**config.mk**
```make
export PLATFORM = sky130hd
export DESIGN_NAME = battle_turn_sched
export DESIGN_NICKNAME = d
export VERILOG_FILES = /design/src/rtl/pbs_pkg.sv /design/src/rtl/pbs_lfsr.sv /design/src/rtl/battle_turn_sched.sv
export SDC_FILE = /design/constraint.sdc
export NUM_CORES = 1
export LEC_CHECK = 0
export BUFFER_PORTS_ARGS = -buffer_cell sky130_fd_sc_hd__buf_2
export CORE_MARGIN = 5
export CORE_UTILIZATION = 45
export CTS_CLUSTER_DIAMETER = 30
export DETAILED_ROUTE_END_ITERATION = 8
export SLEW_MARGIN = 10
export SYNTH_ARGS = -nofsm -noshare
export SYNTH_HDL_FRONTEND = slang
export SYNTH_SLANG_ARGS = --single-unit
```
**constraint.sdc**
```tcl
create_clock -name clk -period 6.45 [get_ports clk]
set_input_delay 0.3225 -clock clk [delete_from_list [all_inputs] [get_ports clk]]
set_output_delay 0.3225 -clock clk [all_outputs]
set_load 0.005 [all_outputs]
```
**src/rtl/pbs_pkg.sv**
```systemverilog
// Shared types and constants for the battle turn scheduler: FSM encoding, move table, HP helpers.
package pbs_pkg;

  localparam int HP_W = 5;

  typedef enum logic [3:0] {
    S_IDLE     = 4'd0,
    S_P_ROLL   = 4'd1,
    S_P_APPLY  = 4'd2,
    S_P_SHOW   = 4'd3,
    S_AI_ROLL  = 4'd4,
    S_AI_APPLY = 4'd5,
    S_AI_SHOW  = 4'd6,
    S_WIN      = 4'd7,
    S_LOSE     = 4'd8
  } state_t;

  // Index is the 2-bit move select; accuracy is out of 16.
  localparam logic [HP_W-1:0] MOVE_DMG  [4] = '{5'd4,  5'd6,  5'd9, 5'd12};
  localparam logic [HP_W-1:0] MOVE_ACCU [4] = '{5'd15, 5'd12, 5'd8, 5'd5};

  function automatic logic [HP_W-1:0] sat_sub(input logic [HP_W-1:0] a,
                                              input logic [HP_W-1:0] b);
    return (a > b) ? a - b : '0;
  endfunction

endpackage

```
**src/rtl/pbs_lfsr.sv**
```systemverilog
// Free-running 16-bit Galois LFSR (taps 16'hB400) feeding the accuracy and AI move rolls.
module pbs_lfsr #(
  parameter logic [15:0] SEED = 16'hACE1
) (
  input  logic        clk,
  input  logic        rst,
  output logic [15:0] q
);

  // NOTE: sequential state uses non-blocking assignments so every flop samples pre-edge values.
  always_ff @(posedge clk) begin
    if (rst) q <= SEED;
    else     q <= {1'b0, q[15:1]} ^ (q[0] ? 16'hB400 : 16'h0000);
  end

endmodule

```
**src/rtl/battle_turn_sched.sv**
```systemverilog
// Turn scheduler: one player attack then one AI attack per go edge, with saturating HP updates,
// a display hold after each attack, and terminal WIN/LOSE states.
module battle_turn_sched
  import pbs_pkg::*;
#(
  parameter int          MAX_HP      = 20,
  parameter int          DISP_CYCLES = 50_000_000,
  parameter logic [15:0] LFSR_SEED   = 16'hACE1,
  parameter bit          FORCE_HIT   = 1'b0,
  parameter int          AI_MOVE_SEL = 4
) (
  input  logic            clk,
  input  logic            rst,
  input  logic            go,
  input  logic [1:0]      p_move,
  output logic [HP_W-1:0] p_hp,
  output logic [HP_W-1:0] ai_hp,
  output logic [HP_W-1:0] dmg,
  output logic [HP_W-1:0] accu,
  output logic            hit,
  output logic            active_trainer,
  output logic            apply_damage,
  output logic            target,
  output logic            victory,
  output logic            loss,
  output logic [3:0]      state
);

  localparam int              CNT_W    = $clog2(DISP_CYCLES + 1);
  localparam logic [CNT_W-1:0] CNT_LAST = CNT_W'(DISP_CYCLES - 1);
  localparam logic [HP_W-1:0]  HP_INIT  = HP_W'(MAX_HP);

  state_t           cur, nxt;
  logic             go_q, go_edge, cnt_done, roll_hit;
  logic [CNT_W-1:0] cnt;
  logic [15:0]      lfsr;
  logic [9:0]       unused_lfsr;
  logic [1:0]       ai_move;
  logic [HP_W-1:0]  roll_accu;

  pbs_lfsr #(.SEED(LFSR_SEED)) u_lfsr (
    .clk (clk),
    .rst (rst),
    .q   (lfsr)
  );

  // Only the low six bits drive the rolls.
  assign unused_lfsr = lfsr[15:6];

  assign go_edge   = go & ~go_q;
  assign cnt_done  = (cnt == CNT_LAST);
  assign ai_move   = (AI_MOVE_SEL < 4) ? 2'(AI_MOVE_SEL) : lfsr[5:4];
  assign roll_accu = (cur == S_AI_ROLL) ? MOVE_ACCU[ai_move] : accu;
  assign roll_hit  = FORCE_HIT | ({1'b0, lfsr[3:0]} < roll_accu);

  always_ff @(posedge clk) begin
    if (rst) cur <= S_IDLE;
    else     cur <= nxt;
  end

  // NOTE: default assignment first keeps this block purely combinational (no latch).
  always_comb begin
    nxt = cur;
    case (cur)
      S_IDLE:     if (go_edge) nxt = S_P_ROLL;
      S_P_ROLL:   nxt = S_P_APPLY;
      S_P_APPLY:  nxt = S_P_SHOW;
      S_P_SHOW:   if (cnt_done) nxt = (ai_hp == '0) ? S_WIN : S_AI_ROLL;
      S_AI_ROLL:  nxt = S_AI_APPLY;
      S_AI_APPLY: nxt = S_AI_SHOW;
      S_AI_SHOW:  if (cnt_done) nxt = (p_hp == '0) ? S_LOSE : S_IDLE;
      default:    nxt = cur;
    endcase
  end

  // Attacker flag is set from AI_ROLL onward and only IDLE clears it, so it stays up in LOSE.
  always_comb begin
    apply_damage   = (cur == S_P_APPLY) || (cur == S_AI_APPLY);
    target         = (cur == S_P_APPLY);
    victory        = (cur == S_WIN);
    loss           = (cur == S_LOSE);
    active_trainer = (cur == S_AI_ROLL) || (cur == S_AI_APPLY) ||
                     (cur == S_AI_SHOW) || (cur == S_LOSE);
    state          = cur;
  end

  always_ff @(posedge clk) begin
    if (rst) begin
      go_q  <= 1'b0;
      cnt   <= '0;
      p_hp  <= HP_INIT;
      ai_hp <= HP_INIT;
      dmg   <= '0;
      accu  <= '0;
      hit   <= 1'b0;
    end else begin
      go_q <= go;
      cnt  <= ((cur == S_P_SHOW || cur == S_AI_SHOW) && !cnt_done) ? cnt + 1'b1 : '0;
      case (cur)
        S_IDLE: if (go_edge) begin
          dmg  <= MOVE_DMG[p_move];
          accu <= MOVE_ACCU[p_move];
        end
        S_P_ROLL:   hit <= roll_hit;
        S_P_APPLY:  if (hit) ai_hp <= sat_sub(ai_hp, dmg);
        S_AI_ROLL: begin
          dmg  <= MOVE_DMG[ai_move];
          accu <= MOVE_ACCU[ai_move];
          hit  <= roll_hit;
        end
        S_AI_APPLY: if (hit) p_hp <= sat_sub(p_hp, dmg);
        default: ;
      endcase
    end
  end

endmodule
```
==> impl_summary.txt, run 1 <==
----------------------------------------------------
[Placed design]
  HPWL after detailed placement ... 4.972 mm
  Count of port buffers added during placement ... 32
  Placed cells ... 486
  Global placement routability congestion ... 0.8579

[Clock tree]
  Num CTS Buffers ... 9
  Post-cts resize count ... 0
  Cts-stage hold buffer count ... 0
  Setup Buffers After CTS ... 0
  Number of buffers on the longest clock path ... 2
  CTS sink cnt ... 65
  Clock transition at path regs ... 0.07 ns
  CTS HTree Levels ... 3
  Clock Latency Late Sink ... 0.34 ns
  Cell at the root of the clock tree ... sky130_fd_sc_hd__clkbuf_8
  CTS tree ... done

[Yosys]
  Yosys warning total ... 0
  Cell types occupying the most area after synthesis ... sky130_fd_sc_hd__dfxtp_1, sky130_fd_sc_hd__ha_1, sky130_fd_sc_hd__nor2_1, sky130_fd_sc_hd__xor2_1, sky130_fd_sc_hd__nand4_1
  Sequential fraction of the synthesis area ... 39.36%
  Number of enable flip-flop cells after synthesis ... 0
  Register bit total from synthesis ... 65
  Async set or reset register ratio after synthesis ... 0%
  Synthesized cell area ... 3306 um2
  Share of the synthesized area in the top cell type ... 39.36%
  Gate count after technology mapping ... 373
  Distinct cell type count after synthesis ... 58
  Mapped Avg Cell Area ... 8.862 um2
  Dominant synthesized flop cell ... sky130_fd_sc_hd__dfxtp_1
  Top cell type by total area after synthesis ... sky130_fd_sc_hd__dfxtp_1

[Power]
  Worst-case vdd ir drop ... 0.1400 mV
  LEAKAGE ... 1.462 nW
  Pwr Density ... 271.5 nW/um2

[Layout]
  Final net count ... 426
  Share of post-route cells with drive strength above 1 ... 14.89%
  Final cell count without fillers ... 502
  Most frequent cells in the layout ... sky130_fd_sc_hd__dfxtp_1, sky130_fd_sc_hd__nor2_1, sky130_fd_sc_hd__buf_2
  Leading cell type in the layout, fill and taps excluded ... sky130_fd_sc_hd__dfxtp_1
  Area growth, synth to finish ... 12.15%
  Antenna Cells ... 0

[GRT]
  Initial antenna violation count ... 0
  GRT Residual Overflow ... 0
  Via count of the first global-routing pass ... 2483
  First-pass GRT wire length ... 11.72 mm
  Pin count of the biggest net entering global routing ... 42
  Overall global routing resource usage ... 16.54%

[Routing]
  Routed via count divided by cell count ... 5.195
  Number of DRC violations after detailed-routing iteration 0 ... 144
  Detailed Routing Iterations Pass 1 ... 4
  Detailed-route wire length ... 7.096 mm
  Total via count after detailed routing ... 2608
  DR DRC count ... 0
  Antenna Nets Post-Route ... 0
  Wirelength per Cell ... 14.14 um

[Setup path]
  RR Startpoint ... state[2]
  Required time worst endpoint ... 6.68 ns
  Worst setup SP type ... register
  Capture point of the worst path ... hit
  Source of the critical timing path ... state[2]
  Crit Path Max Fanout ... 17
  Minimum setup slack among reg-to-reg paths ... 3.85 ns
  Endpoint of the most critical register-to-register path ... hit
  Arrival time at the worst endpoint ... 2.82 ns
  Setup CP Type ... register to register
  Endpoint kind of the worst setup timing path ... register
  R2r worst-path depth ... 6

[STA]
  Max Clk Rate ... 385.0 MHz
  Aggregate negative setup slack ... 0 ns
  Max_slew headroom ... 30.90%
  Pins over their slew limit ... 0
  Post-route fraction of the period consumed by the critical path ... 40.27%
  Worst-case clock skew ... 0.009857 ns
  Total count of hold-check failures in the final report ... 0
  RSZ-0062 raised after global routing ... false
  Worst Tran Pin Value ... 1.034 ns
  Setup Viol. Count Final ... 0
  Minimum clock period after layout ... 2.598 ns

[Floorplanning]
  Starting Density ... 45.82%
  Die width ... 95.71 um
  Floorplan core area ... 7214 um2
  Number of top-level pins ... 35
  Full die area ... 9160 um2
  Chip Height ... 95.71 um
  Placement row count ... 31

[Min path]
  Tightest Hold Check Type ... primary input to register

[Run status]
  Outcome ... completed

[Run]
  Total of max-cap violations ... 0

----------------------------------------------------
per-stage QoR:
stage	setup WS [ns]	power, W	utilization (%)	area (um2)	hold WS [ns]
finish	3.852	0.001006	51.39	3707	0.2269
global route	3.725	0.001067	51.39	3707	0.2411
CTS	3.859	0.001017	51.39	3707	0.2229
detailed placement	3.903	0.0006554	48.51	3500	0.3986
global placement	3.972	0.0006538	48.51	3500	0.3931
floorplan	4.267	0.0006032	-	3309	0.3895
power by group:
group | internal, W | leakage (nW) | switching (W) | total [W]
Sequential | 0.000425 | 0.530 | 0.0000339 | 0.000459
Clock | 0.000210 | 0.107 | 0.000150 | 0.000360
Combinational | 0.0000880 | 0.825 | 0.0000997 | 0.000188
layout make-up:
class,count,area [um2]
Timing Repair Buffer,32,160.2
Fill cell,716,3507
Tap cell,99,123.9
Clock buffer,14,172.7
Clock inverter,2,35.03
Sequential cell,65,1301
Inverter,19,71.32
Multi-Input combinational cell,271,1843
cell families after synthesis:
group                    synth area share, %
AND/OR/NAND/NOR                        25.47
flip-flops                             39.36
AO/OA/AOI/OAI                          11.47
XOR/XNOR                               7.419
adder cells (fa/ha/maj)                9.160
buffers and inverters                  5.185
other                                 0.1134
multiplexers                           1.817
worst min-delay path by stage:
stage,endpoint,depth (start not counted),from,slack [ns]
5_1_grt,go_q,2,go,0.24
4_1_cts,go_q,2,go,0.22
2_1_floorplan,u_lfsr.q[11],1,u_lfsr.q[12],0.39
3_3_place_gp,u_lfsr.q[11],1,u_lfsr.q[12],0.39
6_report,go_q,2,go,0.23
3_5_place_dp,u_lfsr.q[6],1,u_lfsr.q[7],0.40
critical path: stages (launching register included):
cell and delay (ns):
sky130_fd_sc_hd__dfxtp_1 0.57, sky130_fd_sc_hd__or4b_1 0.76, sky130_fd_sc_hd__or2_2 0.39, sky130_fd_sc_hd__a21boi_0 0.13, sky130_fd_sc_hd__ha_1 0.32, sky130_fd_sc_hd__o2111ai_1 0.11
sky130_fd_sc_hd__a41o_1 0.20
layer usage:
layer | GRT usage, % | vias to the layer above | wire length (um)
met5 | 0 | - | 0
met4 | 8.649 | 0 | 142
met3 | 2.971 | 12 | 274
met2 | 24.38 | 41 | 3189
met1 | 22.94 | 1218 | 3489
li1 | - | 1337 | -
cells in the mapped netlist (all sizes together) (8+ instances only):
library cell  number
or2                8
a21oi             12
dfxtp             65
nand3              9
nor2b             10
xor2              19
buf               13
nor2              47
nand2             25
nand4             15
ha                21
inv               19
o21ai             11
xnor2              9
sequential cells by signal, summed over array words and instances (netlist names):
| signal | cells |
|---|---|
| go_q | 1 |
| cnt | 26 |
| hit | 1 |
| state | 4 |
| u_lfsr.q | 16 |
| ai_hp | 5 |
| p_hp | 5 |
| dmg | 4 |
| accu | 3 |
Power figures use the tool's default switching activity.
==> run 2: changes to the inputs <==
Clock period 6.45 ns to 2.6 ns, I/O delays scaled along.
==> run 2 against run 1 <==
Against the previous run:
- clock skew shrank 0.0013 ns
- global-route usage grew 0.20 points
- first-iteration DRC count grew 1.4%
- clock power grew to 2.6 times the previous value
- sequential cell count is the same
- total power grew to 2.6 times the previous value
- critical endpoint unchanged
- design area grew 2.3%
- via count grew 3.0%
- clock-buffer cell count shrank 4
- setup slack lost 3.5 ns
==> impl_summary.txt, run 2 (synthesis results as in run 1) <==
----------------------------------------------------
[Layout]
  Filler Cell Count ... 708 (was 716)
  Area growth, synth to finish ... 14.76% (was 12.15%)
  Regs by FF count ... cnt x26, u_lfsr.q x16 (unchanged)
  Number of flip-flops in the largest register ... 26 (unchanged)
  Leading cell type in the layout, fill and taps excluded ... sky130_fd_sc_hd__dfxtp_1 (unchanged)
  Top register by number of flip-flops ... cnt (unchanged)
  Multi-input gate area ... 1843 um2 (unchanged)
  Seq. cell area ... 1301 um2 (unchanged)
  Final cell count without fillers ... 512 (was 502)
  Post-route core utilization ... 52.58% (was 51.39%)
  Most frequent cells in the layout ... sky130_fd_sc_hd__dfxtp_1, sky130_fd_sc_hd__nor2_1, sky130_fd_sc_hd__buf_2 (unchanged)
  Final net count ... 436 (was 426)
  Antenna Cells ... 0 (unchanged)
  Share of post-route cells with drive strength above 1 ... 17.19% (was 14.89%)

[GRT]
  Pin count of the biggest net entering global routing ... 29 (was 42)
  Via count of the first global-routing pass ... 2545 (was 2483)
  First-pass GRT wire length ... 12.05 mm (was 11.72 mm)
  Overall global routing resource usage ... 16.74% (was 16.54%)
  Initial antenna violation count ... 0 (unchanged)
  GRT Residual Overflow ... 0 (unchanged)

[Power]
  Total chip power ... 0.002579 W (was 0.001006 W)
  LEAKAGE ... 1.505 nW (was 1.462 nW)
  Worst-case vdd ir drop ... 0.4623 mV (was 0.1400 mV)
  Pwr Density ... 679.9 nW/um2 (was 271.5 nW/um2)

[Placed design]
  HPWL after detailed placement ... 5.214 mm (was 4.972 mm)
  Placed cells ... 496 (was 486)
  Global placement routability congestion ... 0.8251 (was 0.8579)
  Count of port buffers added during placement ... 32 (unchanged)

[STA]
  Worst-case clock skew ... 0.008526 ns (was 0.009857 ns)
  Max_slew headroom ... 66.73% (was 30.90%)
  Minimum clock period after layout ... 2.203 ns (was 2.598 ns)
  Pins over their slew limit ... 0 (unchanged)
  Worst hold slack after final layout ... 0.02472 ns (was 0.2269 ns)
  Aggregate negative setup slack ... 0 ns (unchanged)
  Max Clk Rate ... 454.0 MHz (was 385.0 MHz)
  Total count of hold-check failures in the final report ... 0 (unchanged)
  Setup Viol. Count Final ... 0 (unchanged)
  RSZ-0062 raised after global routing ... false (unchanged)
  Post-route fraction of the period consumed by the critical path ... 84.71% (was 40.27%)
  Worst Tran Pin Value ... 0.4971 ns (was 1.034 ns)

[Clock tree]
  Num CTS Buffers ... 9 (unchanged)
  Cell at the root of the clock tree ... sky130_fd_sc_hd__clkbuf_8 (unchanged)
  CTS tree ... done (unchanged)
  Post-cts resize count ... 0 (unchanged)
  CTS HTree Levels ... 3 (unchanged)
  Clock Latency Late Sink ... 0.34 ns (about the same)
  Number of buffers on the longest clock path ... 2 (unchanged)
  Cts-stage hold buffer count ... 0 (unchanged)
  Setup Buffers After CTS ... 0 (unchanged)
  Clock transition at path regs ... 0.07 ns (about the same)
  CTS sink cnt ... 65 (unchanged)

[Floorplanning]
  Starting Density ... 45.82% (unchanged)
  Die width ... 95.71 um (unchanged)
  Number of top-level pins ... 35 (unchanged)
  Placement row count ... 31 (unchanged)
  Full die area ... 9160 um2 (unchanged)
  Floorplan core area ... 7214 um2 (unchanged)
  Chip Height ... 95.71 um (unchanged)

[Setup path]
  Arrival time at the worst endpoint ... 2.43 ns (was 2.82 ns)
  RR Startpoint ... state[0] (was state[2])
  Worst setup SP type ... register (unchanged)
  Crit Path Max Fanout ... 8 (was 17)
  Endpoint kind of the worst setup timing path ... register (unchanged)
  Source of the critical timing path ... state[0] (was state[2])
  Required time worst endpoint ... 2.83 ns (was 6.68 ns)
  Setup CP Type ... register to register (unchanged)

[Routing]
  Antenna Nets Post-Route ... 0 (unchanged)
  DR DRC count ... 0 (unchanged)
  Number of DRC violations after detailed-routing iteration 0 ... 146 (was 144)
  Total via count after detailed routing ... 2685 (was 2608)
  Detailed Routing Iterations Pass 1 ... 5 (was 4)
  Routed via count divided by cell count ... 5.244 (was 5.195)
  Wirelength per Cell ... 13.84 um (was 14.14 um)
  Detailed-route wire length ... 7.086 mm (was 7.096 mm)

[Run status]
  Outcome ... completed (unchanged)

[Run]
  Total of max-cap violations ... 0 (unchanged)

[Min path]
  Tightest Hold Check Type ... primary input to register (unchanged)
  Start point of the worst min-delay path ... go (unchanged)

----------------------------------------------------
-- run 2: cell count changes in the layout (fill, tap and decap cells not counted), sizes merged --
cell / change
buf: +10
bufinv: +1
clkinvlp: +3
clkinv: -1
clkbuf: -4
inv: +1
-- run 2: through the flow --
stage	setup WS, ns	cell area [um2]
2_1_floorplan	0.4166	3309
3_3_place_gp	0.4813	3575
3_5_place_dp	0.4427	3575
4_1_cts	0.4014	3794
5_1_grt	0.2872	3794
6_report	0.3975	3794
-- run 2: path summary, 6_finish.rpt --
check             slack [ns]  cells past startpoint     endpoint
setup / recovery        0.40                      6          hit
hold / removal          0.02                      2         go_q
setup reg to reg        0.40                      6          hit
hold reg to reg         0.42                      1  u_lfsr.q[6]
-- run 2: cell type report --
type                            count  share of cell area [%]
Timing Repair Buffer               42                   6.201
Multi-Input combinational cell    271                   48.58
Tap cell                           99                   3.265
Clock inverter                      6                   2.408
Sequential cell                    65                   34.30
Clock buffer                       10                   3.364
Inverter                           19                   1.880
-- run 2: report_power, final --
group / leakage, nW / internal (W) / switching (W)
Clock: 0.0991 / 0.000543 / 0.000400
Sequential: 0.530 / 0.00105 / 0.0000427
Combinational: 0.876 / 0.000241 / 0.000299
Total: 1.50 / 0.00184 / 0.000742
-- run 2: critical path, stage by stage, from the launching register on --
cell	delay, ns
sky130_fd_sc_hd__dfxtp_1	0.31
sky130_fd_sc_hd__or4b_1	0.68
sky130_fd_sc_hd__or2_2	0.36
sky130_fd_sc_hd__a21boi_0	0.14
sky130_fd_sc_hd__ha_1	0.30
sky130_fd_sc_hd__o2111ai_1	0.12
sky130_fd_sc_hd__a41o_1	0.19
-- run 2: layer usage --
layer | GRT usage, % | wire length, um | vias up
met5 | 0 | 0 | -
met4 | 4.621 | 81 | 0
met3 | 4.378 | 210 | 5
met2 | 25.65 | 3271 | 34
met1 | 23.24 | 3523 | 1281
li1 | - | - | 1365
==> run 3: changes to the inputs <==
Settings changed: PLACE_DENSITY set to 0.66.
Clock period 2.6 ns to 2 ns, I/O delays scaled along.
==> run 3 against run 2 <==
Against the previous run:
- global-route usage is 0.65 points lower
- wire length is 0.37% lower
- total power is 37% higher
- critical path depth stayed put
- clock power is 43% higher
- core utilization is 2.0 points higher
- maximum frequency is 12% higher
- non-clock buffer count is 9 higher
- design area is 3.9% higher
- highest routed layer unchanged
- setup slack worse by 0.37 ns
- worst hold slack better by 0.062 ns
==> impl_summary.txt, run 3 (synthesis results as in run 1) <==
----------------------------------------------------
[Run status]
  Outcome ... completed (unchanged)

[Setup path]
  Worst setup SP type ... register (unchanged)
  Setup CP Type ... register to register (unchanged)
  WP buf/inv ... 0 (unchanged)
  Peak per-stage delay on the critical path ... 0.56 ns (was 0.68 ns)
  Required time worst endpoint ... 2.23 ns (was 2.83 ns)
  Crit Path Max Fanout ... 2 (was 8)
  Endpoint kind of the worst setup timing path ... register (unchanged)
  Kind of cell adding the most delay to the critical path ... simple AND/OR/NAND/NOR gates (unchanged)
  Standard cell with the maximum stage delay on the critical path ... sky130_fd_sc_hd__or4b_4 (was sky130_fd_sc_hd__or4b_1)
  Critical Path, Cell by Cell ... or4b_4 -> or2_4 -> a21boi_2 -> ha_1 -> o2111ai_2 -> a41o_1 (was or4b_1 -> or2_2 -> a21boi_0 -> ha_1 -> o2111ai_1 -> a41o_1)
  Arrival time at the worst endpoint ... 2.20 ns (was 2.43 ns)

[Layout]
  Antenna Cells ... 0 (unchanged)
  Number of flip-flops in the largest register ... 26 (unchanged)
  Filler Cell Count ... 692 (was 708)
  Regs by FF count ... cnt x26, u_lfsr.q x16 (unchanged)
  Top register by number of flip-flops ... cnt (unchanged)
  Most frequent cells in the layout ... sky130_fd_sc_hd__dfxtp_1, sky130_fd_sc_hd__nor2_1, sky130_fd_sc_hd__buf_2 (unchanged)
  Area growth, synth to finish ... 19.23% (was 14.76%)
  Leading cell type in the layout, fill and taps excluded ... sky130_fd_sc_hd__dfxtp_1 (unchanged)
  Share of post-route cells with drive strength above 1 ... 20.85% (was 17.19%)
  Final net count ... 445 (was 436)

[Floorplanning]
  Number of top-level pins ... 35 (unchanged)
  Floorplan core area ... 7214 um2 (unchanged)
  Chip Height ... 95.71 um (unchanged)
  Starting Density ... 45.82% (unchanged)
  Die width ... 95.71 um (unchanged)
  Placement row count ... 31 (unchanged)
  Full die area ... 9160 um2 (unchanged)

[STA]
  Pins over their slew limit ... 0 (unchanged)
  RSZ-0062 raised after global routing ... true (was false)
  Aggregate negative setup slack ... 0 ns (unchanged)
  Worst hold slack after final layout ... 0.08623 ns (was 0.02472 ns)
  Setup Viol. Count Final ... 0 (unchanged)
  Minimum clock period after layout ... 1.971 ns (was 2.203 ns)
  Worst-case clock skew ... 0.007851 ns (was 0.008526 ns)
  Total count of hold-check failures in the final report ... 0 (unchanged)
  Max Clk Rate ... 507.4 MHz (was 454.0 MHz)
  Post-route fraction of the period consumed by the critical path ... 98.55% (was 84.71%)

[Routing]
  Routed via count divided by cell count ... 5.244 (about the same)
  Detailed-route wire length ... 7.060 mm (was 7.086 mm)
  Antenna Nets Post-Route ... 0 (unchanged)
  DR DRC count ... 0 (unchanged)
  Wirelength per Cell ... 13.55 um (was 13.84 um)
  Total via count after detailed routing ... 2732 (was 2685)
  Number of DRC violations after detailed-routing iteration 0 ... 150 (was 146)
  Detailed Routing Iterations Pass 1 ... 5 (unchanged)

[Clock tree]
  CTS HTree Levels ... 3 (unchanged)
  CTS tree ... done (unchanged)
  Num CTS Buffers ... 9 (unchanged)
  Cell at the root of the clock tree ... sky130_fd_sc_hd__clkbuf_8 (unchanged)
  CTS sink cnt ... 65 (unchanged)
  Clock transition at path regs ... 0.08 ns (was 0.07 ns)
  Number of buffers on the longest clock path ... 2 (unchanged)
  Clock Latency Late Sink ... 0.33 ns (was 0.34 ns)

[Power]
  LEAKAGE ... 1.584 nW (was 1.505 nW)
  Worst-case vdd ir drop ... 0.3829 mV (was 0.4623 mV)
  Pwr Density ... 897.6 nW/um2 (was 679.9 nW/um2)

[GRT]
  GRT Residual Overflow ... 0 (unchanged)
  Pin count of the biggest net entering global routing ... 32 (was 29)
  Via count of the first global-routing pass ... 2488 (was 2545)
  Initial antenna violation count ... 0 (unchanged)
  Overall global routing resource usage ... 16.08% (was 16.74%)
  First-pass GRT wire length ... 11.60 mm (was 12.05 mm)

[Placed design]
  Global placement routability congestion ... 0.9083 (was 0.8251)
  HPWL after detailed placement ... 5.100 mm (was 5.214 mm)
  Count of port buffers added during placement ... 32 (unchanged)

[Min path]
  Tightest Hold Check Type ... primary input to register (unchanged)

[Run]
  Total of max-cap violations ... 0 (unchanged)

----------------------------------------------------
[run 3: changes by cell type in the layout (fill, tap and decap cells not counted), sizes merged]
| cell | before | now |
|---|---|---|
| inv | 20 | 19 |
| dlygate4sd3 | 0 | 1 |
| buf | 42 | 50 |
| clkbuf | 10 | 9 |
| bufinv | 2 | 3 |
| clkinvlp | 3 | 2 |
| clkinv | 0 | 2 |
[run 3: timing repair]
| item | 4_1_cts | 5_1_grt |
|---|---|---|
| endpoints found under the hold margin | 1 | 0 |
| pin swaps | 2 | 1 |
| hold buffers | 1 | 0 |
| setup buffers | 0 | 1 |
| gates resized for setup | 3 | 4 |
| setup endpoints to repair | 1 | 3 |
[run 3: per-layer routing]
metal	global-route usage (%)	wire (um)	up-vias
met5	0	0	-
met4	6.754	68	0
met3	3.440	344	5
met2	24.96	3207	62
met1	21.62	3440	1282
li1	-	-	1383
[run 3: metrics by stage]
step | setup slack [ns] | power (W) | instance area, um2 | std cells | utilization [%]
global route | -0.03241 | 0.003730 | 3941 | 521 | 54.63
finish | 0.02901 | 0.003538 | 3941 | 521 | 54.63
detailed placement | -0.01616 | 0.002192 | 3652 | 503 | 50.62
floorplan | -0.1230 | 0.001949 | 3334 | 374 | -
CTS | 0.02687 | 0.003569 | 3918 | 520 | 54.30
global placement | 0.05202 | 0.002175 | 3652 | 503 | 50.62
[run 3: layout make-up]
cell class	count	area (um2)	share of cell area, %
clock inverters	7	118.9	3.016
flip-flops and latches	65	1304	33.08
well taps	99	123.9	3.143
inverters	19	71.32	1.810
multi-input cells	271	1869	47.43
repair buffers	51	330.3	8.381
clock buffers	9	123.9	3.143
[run 3: final timing paths]
path	from	to	slack, ns	depth (start not counted)
max	state[0]	hit	0.03	6
max reg2reg	state[0]	hit	0.03	6
min reg2reg	u_lfsr.q[12]	u_lfsr.q[11]	0.41	1
min	rst	p_hp[3]	0.09	2
[run 3: power by group]
group | internal (W) | leakage, nW | total [W] | switching (W)
logic | 0.000349 | 0.938 | 0.000763 | 0.000414
clock network | 0.000828 | 0.115 | 0.00135 | 0.000526
registers | 0.00137 | 0.531 | 0.00142 | 0.0000513
total | 0.00255 | 1.58 | 0.00354 | 0.000991
